`src/rtl/arm_pkg.sv`:
```
// ---------------------------------------------------------------------------
// arm_pkg
//   Shared constants for the execute stage of the 5-stage ARM pipeline:
//   ALU command codes, NZCV bit positions and operand-forward select codes.
// ---------------------------------------------------------------------------
package arm_pkg;

   typedef logic [3:0] exe_cmd_t;

   // ALU command codes produced by the controller
   localparam exe_cmd_t MOV_EXE = 4'b0001;
   localparam exe_cmd_t MVN_EXE = 4'b1001;
   localparam exe_cmd_t ADD_EXE = 4'b0010;  // also LDR/STR address generation
   localparam exe_cmd_t ADC_EXE = 4'b0011;
   localparam exe_cmd_t SUB_EXE = 4'b0100;
   localparam exe_cmd_t SBC_EXE = 4'b0101;
   localparam exe_cmd_t AND_EXE = 4'b0110;
   localparam exe_cmd_t ORR_EXE = 4'b0111;
   localparam exe_cmd_t EOR_EXE = 4'b1000;
   localparam exe_cmd_t CMP_EXE = SUB_EXE;
   localparam exe_cmd_t TST_EXE = AND_EXE;

   // Bit positions inside the 4-bit {N,Z,C,V} status word
   localparam int FLAG_N = 3;
   localparam int FLAG_Z = 2;
   localparam int FLAG_C = 1;
   localparam int FLAG_V = 0;

   // Operand forward selects (11 behaves like 00)
   localparam logic [1:0] SEL_REG     = 2'b00;
   localparam logic [1:0] SEL_MEM     = 2'b01;
   localparam logic [1:0] SEL_WB      = 2'b10;
   localparam logic [1:0] SEL_REG_ALT = 2'b11;

endpackage : arm_pkg

```
`src/rtl/exe_stage_alu.sv`:
```
// ---------------------------------------------------------------------------
// alu
//   Purely combinational ALU of the execute stage.
//   Ports:
//     exe_cmd     in   4     command code (arm_pkg::*_EXE)
//     a, b        in   XLEN  operands (rn, shifted val2)
//     c, v        in   1     current C and V status bits
//     result      out  XLEN  ALU result (0 for unknown commands)
//     nzcv        out  4     next {N,Z,C,V}
//     flags_valid out  1     0 for unknown commands: status must not change
// ---------------------------------------------------------------------------
module alu
   import arm_pkg::*;
#(
   parameter int XLEN = 32
) (
   input  logic [3:0]      exe_cmd,
   input  logic [XLEN-1:0] a,
   input  logic [XLEN-1:0] b,
   input  logic            c,
   input  logic            v,
   output logic [XLEN-1:0] result,
   output logic [3:0]      nzcv,
   output logic            flags_valid
);

   logic [XLEN:0] w_sum;
   logic          w_arith;
   logic          w_sub;
   logic          w_c_out;
   logic          w_v_out;
   logic [XLEN:0] w_cin;
   logic [XLEN:0] w_one;

   assign w_cin = {{XLEN{1'b0}}, c};
   assign w_one = {{XLEN{1'b0}}, 1'b1};

   always_comb begin
      w_sum       = '0;
      w_arith     = 1'b0;
      w_sub       = 1'b0;
      result      = '0;
      flags_valid = 1'b1;
      case (exe_cmd)
         MOV_EXE: result = b;
         MVN_EXE: result = ~b;
         ADD_EXE: begin
            w_sum   = {1'b0, a} + {1'b0, b};
            w_arith = 1'b1;
         end
         ADC_EXE: begin
            w_sum   = {1'b0, a} + {1'b0, b} + w_cin;
            w_arith = 1'b1;
         end
         // Subtractions go through the adder so bit XLEN is "no borrow".
         SUB_EXE: begin
            w_sum   = {1'b0, a} + {1'b0, ~b} + w_one;
            w_arith = 1'b1;
            w_sub   = 1'b1;
         end
         SBC_EXE: begin
            w_sum   = {1'b0, a} + {1'b0, ~b} + w_cin;
            w_arith = 1'b1;
            w_sub   = 1'b1;
         end
         AND_EXE: result = a & b;
         ORR_EXE: result = a | b;
         EOR_EXE: result = a ^ b;
         default: flags_valid = 1'b0;
      endcase
      if (w_arith) begin
         result = w_sum[XLEN-1:0];
      end
   end

   // Logical and move commands keep the incoming C and V.
   always_comb begin
      w_c_out = c;
      w_v_out = v;
      if (w_arith) begin
         w_c_out = w_sum[XLEN];
         if (w_sub) begin
            w_v_out = (a[XLEN-1] != b[XLEN-1]) && (result[XLEN-1] != a[XLEN-1]);
         end else begin
            w_v_out = (a[XLEN-1] == b[XLEN-1]) && (result[XLEN-1] != a[XLEN-1]);
         end
      end
   end

   always_comb begin
      nzcv         = '0;
      nzcv[FLAG_N] = result[XLEN-1];
      nzcv[FLAG_Z] = (result == '0);
      nzcv[FLAG_C] = w_c_out;
      nzcv[FLAG_V] = w_v_out;
   end

endmodule : alu

```
`src/rtl/exe_stage.sv`:
```
// ---------------------------------------------------------------------------
// exe_stage
//   Execute stage of the 5-stage ARM pipeline: ID/EXE pipeline register,
//   ALU, NZCV status register and branch-target adder. ALU result and
//   controls feed the EXE/MEM register combinationally; status goes back
//   to the decode-stage condition check.
//
//   Optional feature: define EXE_FORWARD_EN to add operand forwarding
//   (sel_src1/sel_src2 selects, mem_fwd/wb_fwd data).
//
//   Ports:
//     clk, rst               clock, asynchronous active-low reset
//     flush, freeze          bubble insert (wins) / hold ID/EXE register
//     exe_cmd_in, *_in       decoded control word and operands
//     alu_result             ALU result / memory address
//     store_data, dest       registered store data / destination
//     mem_read, mem_write,
//     wb_en, branch_taken    registered controls
//     branch_addr            pc + sign-extended imm24 << 2
//     status                 registered {N,Z,C,V}
// ---------------------------------------------------------------------------
module exe_stage
   import arm_pkg::*;
#(
   parameter int XLEN   = 32,
   parameter int REG_AW = 4
) (
   input  logic              clk,
   input  logic              rst,
   input  logic              flush,
   input  logic              freeze,
   input  logic [3:0]        exe_cmd_in,
   input  logic              mem_read_in,
   input  logic              mem_write_in,
   input  logic              wb_en_in,
   input  logic              s_in,
   input  logic              b_in,
   input  logic [XLEN-1:0]   pc_in,
   input  logic [XLEN-1:0]   val_rn_in,
   input  logic [XLEN-1:0]   val2_in,
   input  logic [XLEN-1:0]   val_rm_in,
   input  logic [23:0]       imm24_in,
   input  logic [REG_AW-1:0] dest_in,
`ifdef EXE_FORWARD_EN
   input  logic [1:0]        sel_src1,
   input  logic [1:0]        sel_src2,
   input  logic [XLEN-1:0]   mem_fwd,
   input  logic [XLEN-1:0]   wb_fwd,
`endif
   output logic [XLEN-1:0]   alu_result,
   output logic [XLEN-1:0]   store_data,
   output logic [REG_AW-1:0] dest,
   output logic              mem_read,
   output logic              mem_write,
   output logic              wb_en,
   output logic              branch_taken,
   output logic [XLEN-1:0]   branch_addr,
   output logic [3:0]        status
);

   // ID/EXE register fields
   logic [3:0]        r_exe_cmd;
   logic              r_mem_read;
   logic              r_mem_write;
   logic              r_wb_en;
   logic              r_s;
   logic              r_b;
   logic [XLEN-1:0]   r_pc;
   logic [XLEN-1:0]   r_val_rn;
   logic [XLEN-1:0]   r_val2;
   logic [XLEN-1:0]   r_val_rm;
   logic [23:0]       r_imm24;
   logic [REG_AW-1:0] r_dest;

   logic [3:0]        r_status;

   logic [XLEN-1:0]   w_op_a;
   logic [XLEN-1:0]   w_store;
   logic [XLEN-1:0]   w_alu_result;
   logic [3:0]        w_alu_nzcv;
   logic              w_alu_valid;
   logic              w_status_we;

   // A flush clears only the control word; data fields still load so the
   // bubble carries harmless values rather than stale ones.
   always_ff @(posedge clk or negedge rst) begin
      if (!rst) begin
         r_exe_cmd   <= '0;
         r_mem_read  <= 1'b0;
         r_mem_write <= 1'b0;
         r_wb_en     <= 1'b0;
         r_s         <= 1'b0;
         r_b         <= 1'b0;
         r_pc        <= '0;
         r_val_rn    <= '0;
         r_val2      <= '0;
         r_val_rm    <= '0;
         r_imm24     <= '0;
         r_dest      <= '0;
      end else if (flush || !freeze) begin
         r_exe_cmd   <= flush ? 4'b0000 : exe_cmd_in;
         r_mem_read  <= mem_read_in  & ~flush;
         r_mem_write <= mem_write_in & ~flush;
         r_wb_en     <= wb_en_in     & ~flush;
         r_s         <= s_in         & ~flush;
         r_b         <= b_in         & ~flush;
         r_pc        <= pc_in;
         r_val_rn    <= val_rn_in;
         r_val2      <= val2_in;
         r_val_rm    <= val_rm_in;
         r_imm24     <= imm24_in;
         r_dest      <= dest_in;
      end
   end

`ifdef EXE_FORWARD_EN
   always_comb begin
      w_op_a = r_val_rn;
      case (sel_src1)
         SEL_MEM: w_op_a = mem_fwd;
         SEL_WB:  w_op_a = wb_fwd;
         default: w_op_a = r_val_rn;
      endcase
   end

   // Store data is only forwarded for stores; val2 is never forwarded
   // because it is an immediate or an already-shifted register value.
   always_comb begin
      w_store = r_val_rm;
      if (r_mem_write) begin
         case (sel_src2)
            SEL_MEM: w_store = mem_fwd;
            SEL_WB:  w_store = wb_fwd;
            default: w_store = r_val_rm;
         endcase
      end
   end
`else
   assign w_op_a  = r_val_rn;
   assign w_store = r_val_rm;
`endif

   alu #(
      .XLEN(XLEN)
   ) u_alu (
      .exe_cmd     (r_exe_cmd),
      .a           (w_op_a),
      .b           (r_val2),
      .c           (r_status[FLAG_C]),
      .v           (r_status[FLAG_V]),
      .result      (w_alu_result),
      .nzcv        (w_alu_nzcv),
      .flags_valid (w_alu_valid)
   );

   // The S bit is reused by memory and branch encodings, so only plain
   // data-processing instructions may write the flags. Freeze does not
   // gate this: the instruction in EXE completes regardless.
   assign w_status_we = r_s & ~r_mem_read & ~r_mem_write & ~r_b & w_alu_valid;

   always_ff @(posedge clk or negedge rst) begin
      if (!rst) begin
         r_status <= 4'b0000;
      end else if (w_status_we) begin
         r_status <= w_alu_nzcv;
      end
   end

   assign alu_result   = w_alu_result;
   assign store_data   = w_store;
   assign dest         = r_dest;
   assign mem_read     = r_mem_read;
   assign mem_write    = r_mem_write;
   assign wb_en        = r_wb_en;
   assign branch_taken = r_b;
   assign branch_addr  = r_pc + {{(XLEN-26){r_imm24[23]}}, r_imm24, 2'b00};
   assign status       = r_status;

endmodule : exe_stage

```
`config.mk`:
```
export PLATFORM = sky130hd
export DESIGN_NAME = exe_stage
export DESIGN_NICKNAME = d
export VERILOG_FILES = /design/src/rtl/arm_pkg.sv /design/src/rtl/exe_stage_alu.sv /design/src/rtl/exe_stage.sv
export SDC_FILE = /design/constraint.sdc
export NUM_CORES = 1
export LEC_CHECK = 0
export ABC_AREA = 1
export ABC_CLOCK_PERIOD_IN_PS = 8400
export BUFFER_PORTS_ARGS = -buffer_cell sky130_fd_sc_hd__buf_2
export CORE_UTILIZATION = 30
export CTS_BUF_LIST = sky130_fd_sc_hd__clkbuf_16
export CTS_CLUSTER_DIAMETER = 150
export DETAILED_ROUTE_END_ITERATION = 8
export MAX_ROUTING_LAYER = met4
export SLEW_MARGIN = 20
export SYNTH_ARGS = -nofsm -noshare
export SYNTH_HDL_FRONTEND = slang
export SYNTH_HIERARCHICAL = 1
export SYNTH_SLANG_ARGS = --single-unit
```
`constraint.sdc`:
```
create_clock -name clk -period 8.4 [get_ports clk]
set_input_delay 0.84 -clock clk [delete_from_list [all_inputs] [get_ports clk]]
set_output_delay 0.84 -clock clk [all_outputs]
set_load 0.02 [all_outputs]
```
==> impl_metrics.json <==
{
  "slew_violations": 0,
  "insertion_delay_ns": 0.46,
  "cp.arrival_ns": 4.73,
  "first_pass_iters": 6,
  "grt_pass1_vias": 18900,
  "rows": 93,
  "cp_data_required_time_ns": 7.56,
  "final_cell_mix": "nand2_1, inv_1, nand3_1",
  "r2r-end": "status[0]",
  "async_flop_share_pct": 100,
  "totalWireLength_mm": 73.9,
  "yosysSeqAreaShare_pct": 21.7,
  "clock_sinks": 169,
  "clock.fmax_ghz": 0.180,
  "io_buffer_count": 276,
  "synth_cell_types": 51,
  "finalCritPeriodShare_pct": 66.3,
  "cts_resized": 0,
  "leakage_nw": 12.3,
  "initial_core_util_pct": 30.3,
  "hp-class": "primary input to async pin",
  "synthCells": 2982,
  "place_ws_ns": 3.45,
  "yosys_warnings": 6,
  "via_count": 19800,
  "syn_nets": 3292,
  "tritoncts": "done",
  "rsz0062_at_grt": "false",
  "syn_to_final_growth_pct": 13.6,
  "hold_viol": 0,
  "crit_path_max_fanout": 11,
  "wl_per_cell_um": 18.0,
  "ant_nets": 0,
  "maxCapViolCount": 0,
  "vdd_drop_max_mv": 0.115,
  "cts.root.buffer_cell": "clkbuf_16",
  "dp_hpwl_mm": 62.4,
  "synth-edff-count": 0,
  "cts_setup_buffers": 0,
  "die_w_um": 257,
  "p_per_area_nw_per_um2": 173,
  "ys_ff_latch": 169,
  "startpoint_type": "flip-flop",
  "drive_gt1_share_pct": 20.1,
  "r2r_start": "r_val_rn[2]",
  "grt_first_pass_wirelength_mm": 112,
  "top_level_ports": 277,
  "die_h_um": 257,
  "avgSynthCellArea_um2": 6.54,
  "critPathKind": "flip-flop to output pin",
  "tightest_slew_ns": 1.03,
  "antenna_found_initial": 24,
  "fin_crit_ns": 5.57,
  "synthesis.area_um2": 19500,
  "r2r_slack_ns": 3.66,
  "synth_flop_cell": "dfrtp_1",
  "hold_buffers": 0,
  "clockBufferDepth": 2,
  "setup_viol": 0,
  "grt_max_degree": 98,
  "skew_ns": 0.0200,
  "reg2regPathDepth": 23,
  "end_kind": "output pin",
  "tns_ns": 0,
  "vias_per_cell": 4.84,
  "coreArea_um2": 64300,
  "grt_usage_pct": 22.7,
  "finalWeightedCongestion": 1.03,
  "slew_headroom_pct": 31.3,
  "cts_htree_levels": 4,
  "die-area_um2": 66100,
  "dr.first_iter.drc_count": 1521,
  "grt_overflow": 0,
  "final_common_cell": "nand2_1",
  "clk_pin_slew_ns": 0.09,
  "drc": 0,
  "cts_made_buffers": 17,
  "run_status": "complete, no violations",
  "fin_ws_ns": 2.83,
  "nNetsFinal": 3514
}
[state kept, by name, indices dropped and copies added, names as in the netlist]
name	cells
r_pc	32
r_imm24	24
r_s	1
store_data	32
r_val2	32
mem_write	1
r_exe_cmd	4
mem_read	1
dest	4
status	4
branch_taken	1
wb_en	1
r_val_rn	32
[cell families (layout without fill, tap and decap cells)]
kind of cell | after synthesis | in the layout | synth area share [%]
xor+xnor | 19 | 19 | 0.853
simple gates | 1703 | 1703 | 38.3
other cells | 0 | 25 | 0
buf+inv | 536 | 771 | 11.5
compound gates | 256 | 256 | 7.58
fa+ha+maj | 141 | 141 | 9.16
flops | 169 | 169 | 21.7
mux | 158 | 158 | 10.9
[worst max-delay path: stages, from the launching register on]
cell     delay, ns
dfrtp_1       0.43
inv_1         0.07
ha_1          0.46
inv_2         0.12
nand2_1       0.09
nand2_1       0.14
nand3_1       0.12
nand2_1       0.25
nand2_1       0.11
nand2_1       0.17
nand2_1       0.09
nand2_2       0.19
nand2_1       0.13
nand2_4       0.16
inv_1         0.07
nor3_1        0.18
nor3b_1       0.56
nand4_1       0.16
nand3_1       0.17
nand3_1       0.30
buf_2         0.29
[stage by stage]
step                      hold WS, ns  cell area (um^2)  total power [mW]  cells  util, %
after floorplan                 0.482             19500              2.39   2982        -
after global placement          0.487             21500              3.04   4040     33.5
after detailed placement        0.490             21500              3.03   4040     33.5
after CTS                       0.348             22100              3.84   4072     34.4
after global routing            0.382             22200              4.11   4096     34.5
final                           0.339             22200              3.84   4097     34.5
[layer usage]
layer	routed length [um]	vias to the layer above	track usage [%]	share of wire, %
met4	2570	0	8.48	3.5
met2	33600	645	36.2	46
met5	0	-	-	0
met1	32500	9056	28.2	44
met3	5150	89	4.64	7.0
li1	-	10000	-	-
[layout make-up]
| type | count | area (um^2) |
|---|---|---|
| Antenna cell | 25 | 62.6 |
| Clock buffer | 17 | 425 |
| Clock inverter | 15 | 158 |
| Fill cell | 7136 | 42200 |
| Inverter | 453 | 1710 |
| Multi-Input combinational cell | 2277 | 13100 |
| Sequential cell | 169 | 4230 |
| Tap cell | 855 | 1070 |
| Timing Repair Buffer | 286 | 1460 |
[report_power, final]
part	total [mW]	internal, mW	switching [mW]
registers	0.957	0.886	0.0712
logic	2.09	0.639	1.45
clock network	0.791	0.396	0.395
[cells in the mapped netlist, drive strengths merged (6+ instances only)]
| cell type | instances | area, um^2 |
|---|---|---|
| inv | 449 | 1700 |
| mux2 | 158 | 2130 |
| buf | 69 | 488 |
| xor2 | 15 | 131 |
| a211oi | 22 | 165 |
| nand2 | 991 | 3860 |
| nor2 | 294 | 1330 |
| clkbuf | 14 | 52.6 |
| nor3 | 22 | 135 |
| o21bai | 12 | 90.1 |
| a21oi | 95 | 490 |
| dfrtp | 169 | 4230 |
| nand3 | 334 | 1740 |
| and2 | 6 | 37.5 |
| nand4 | 44 | 282 |
| o22ai | 49 | 307 |
| ha | 138 | 1730 |
| o21ai | 69 | 353 |
[worst max-delay path by stage]
stage / start / end / slack, ns
2_1_floorplan: r_exe_cmd[0] / alu_result[22] / 4.35
3_3_place_gp: r_val2[2] / alu_result[31] / 3.49
3_5_place_dp: r_val_rn[2] / alu_result[31] / 3.45
4_1_cts: r_val_rn[2] / alu_result[31] / 2.92
5_1_grt: r_val_rn[2] / alu_result[31] / 2.61
6_report: r_val_rn[2] / alu_result[31] / 2.83
Power figures use the tool's default switching activity.
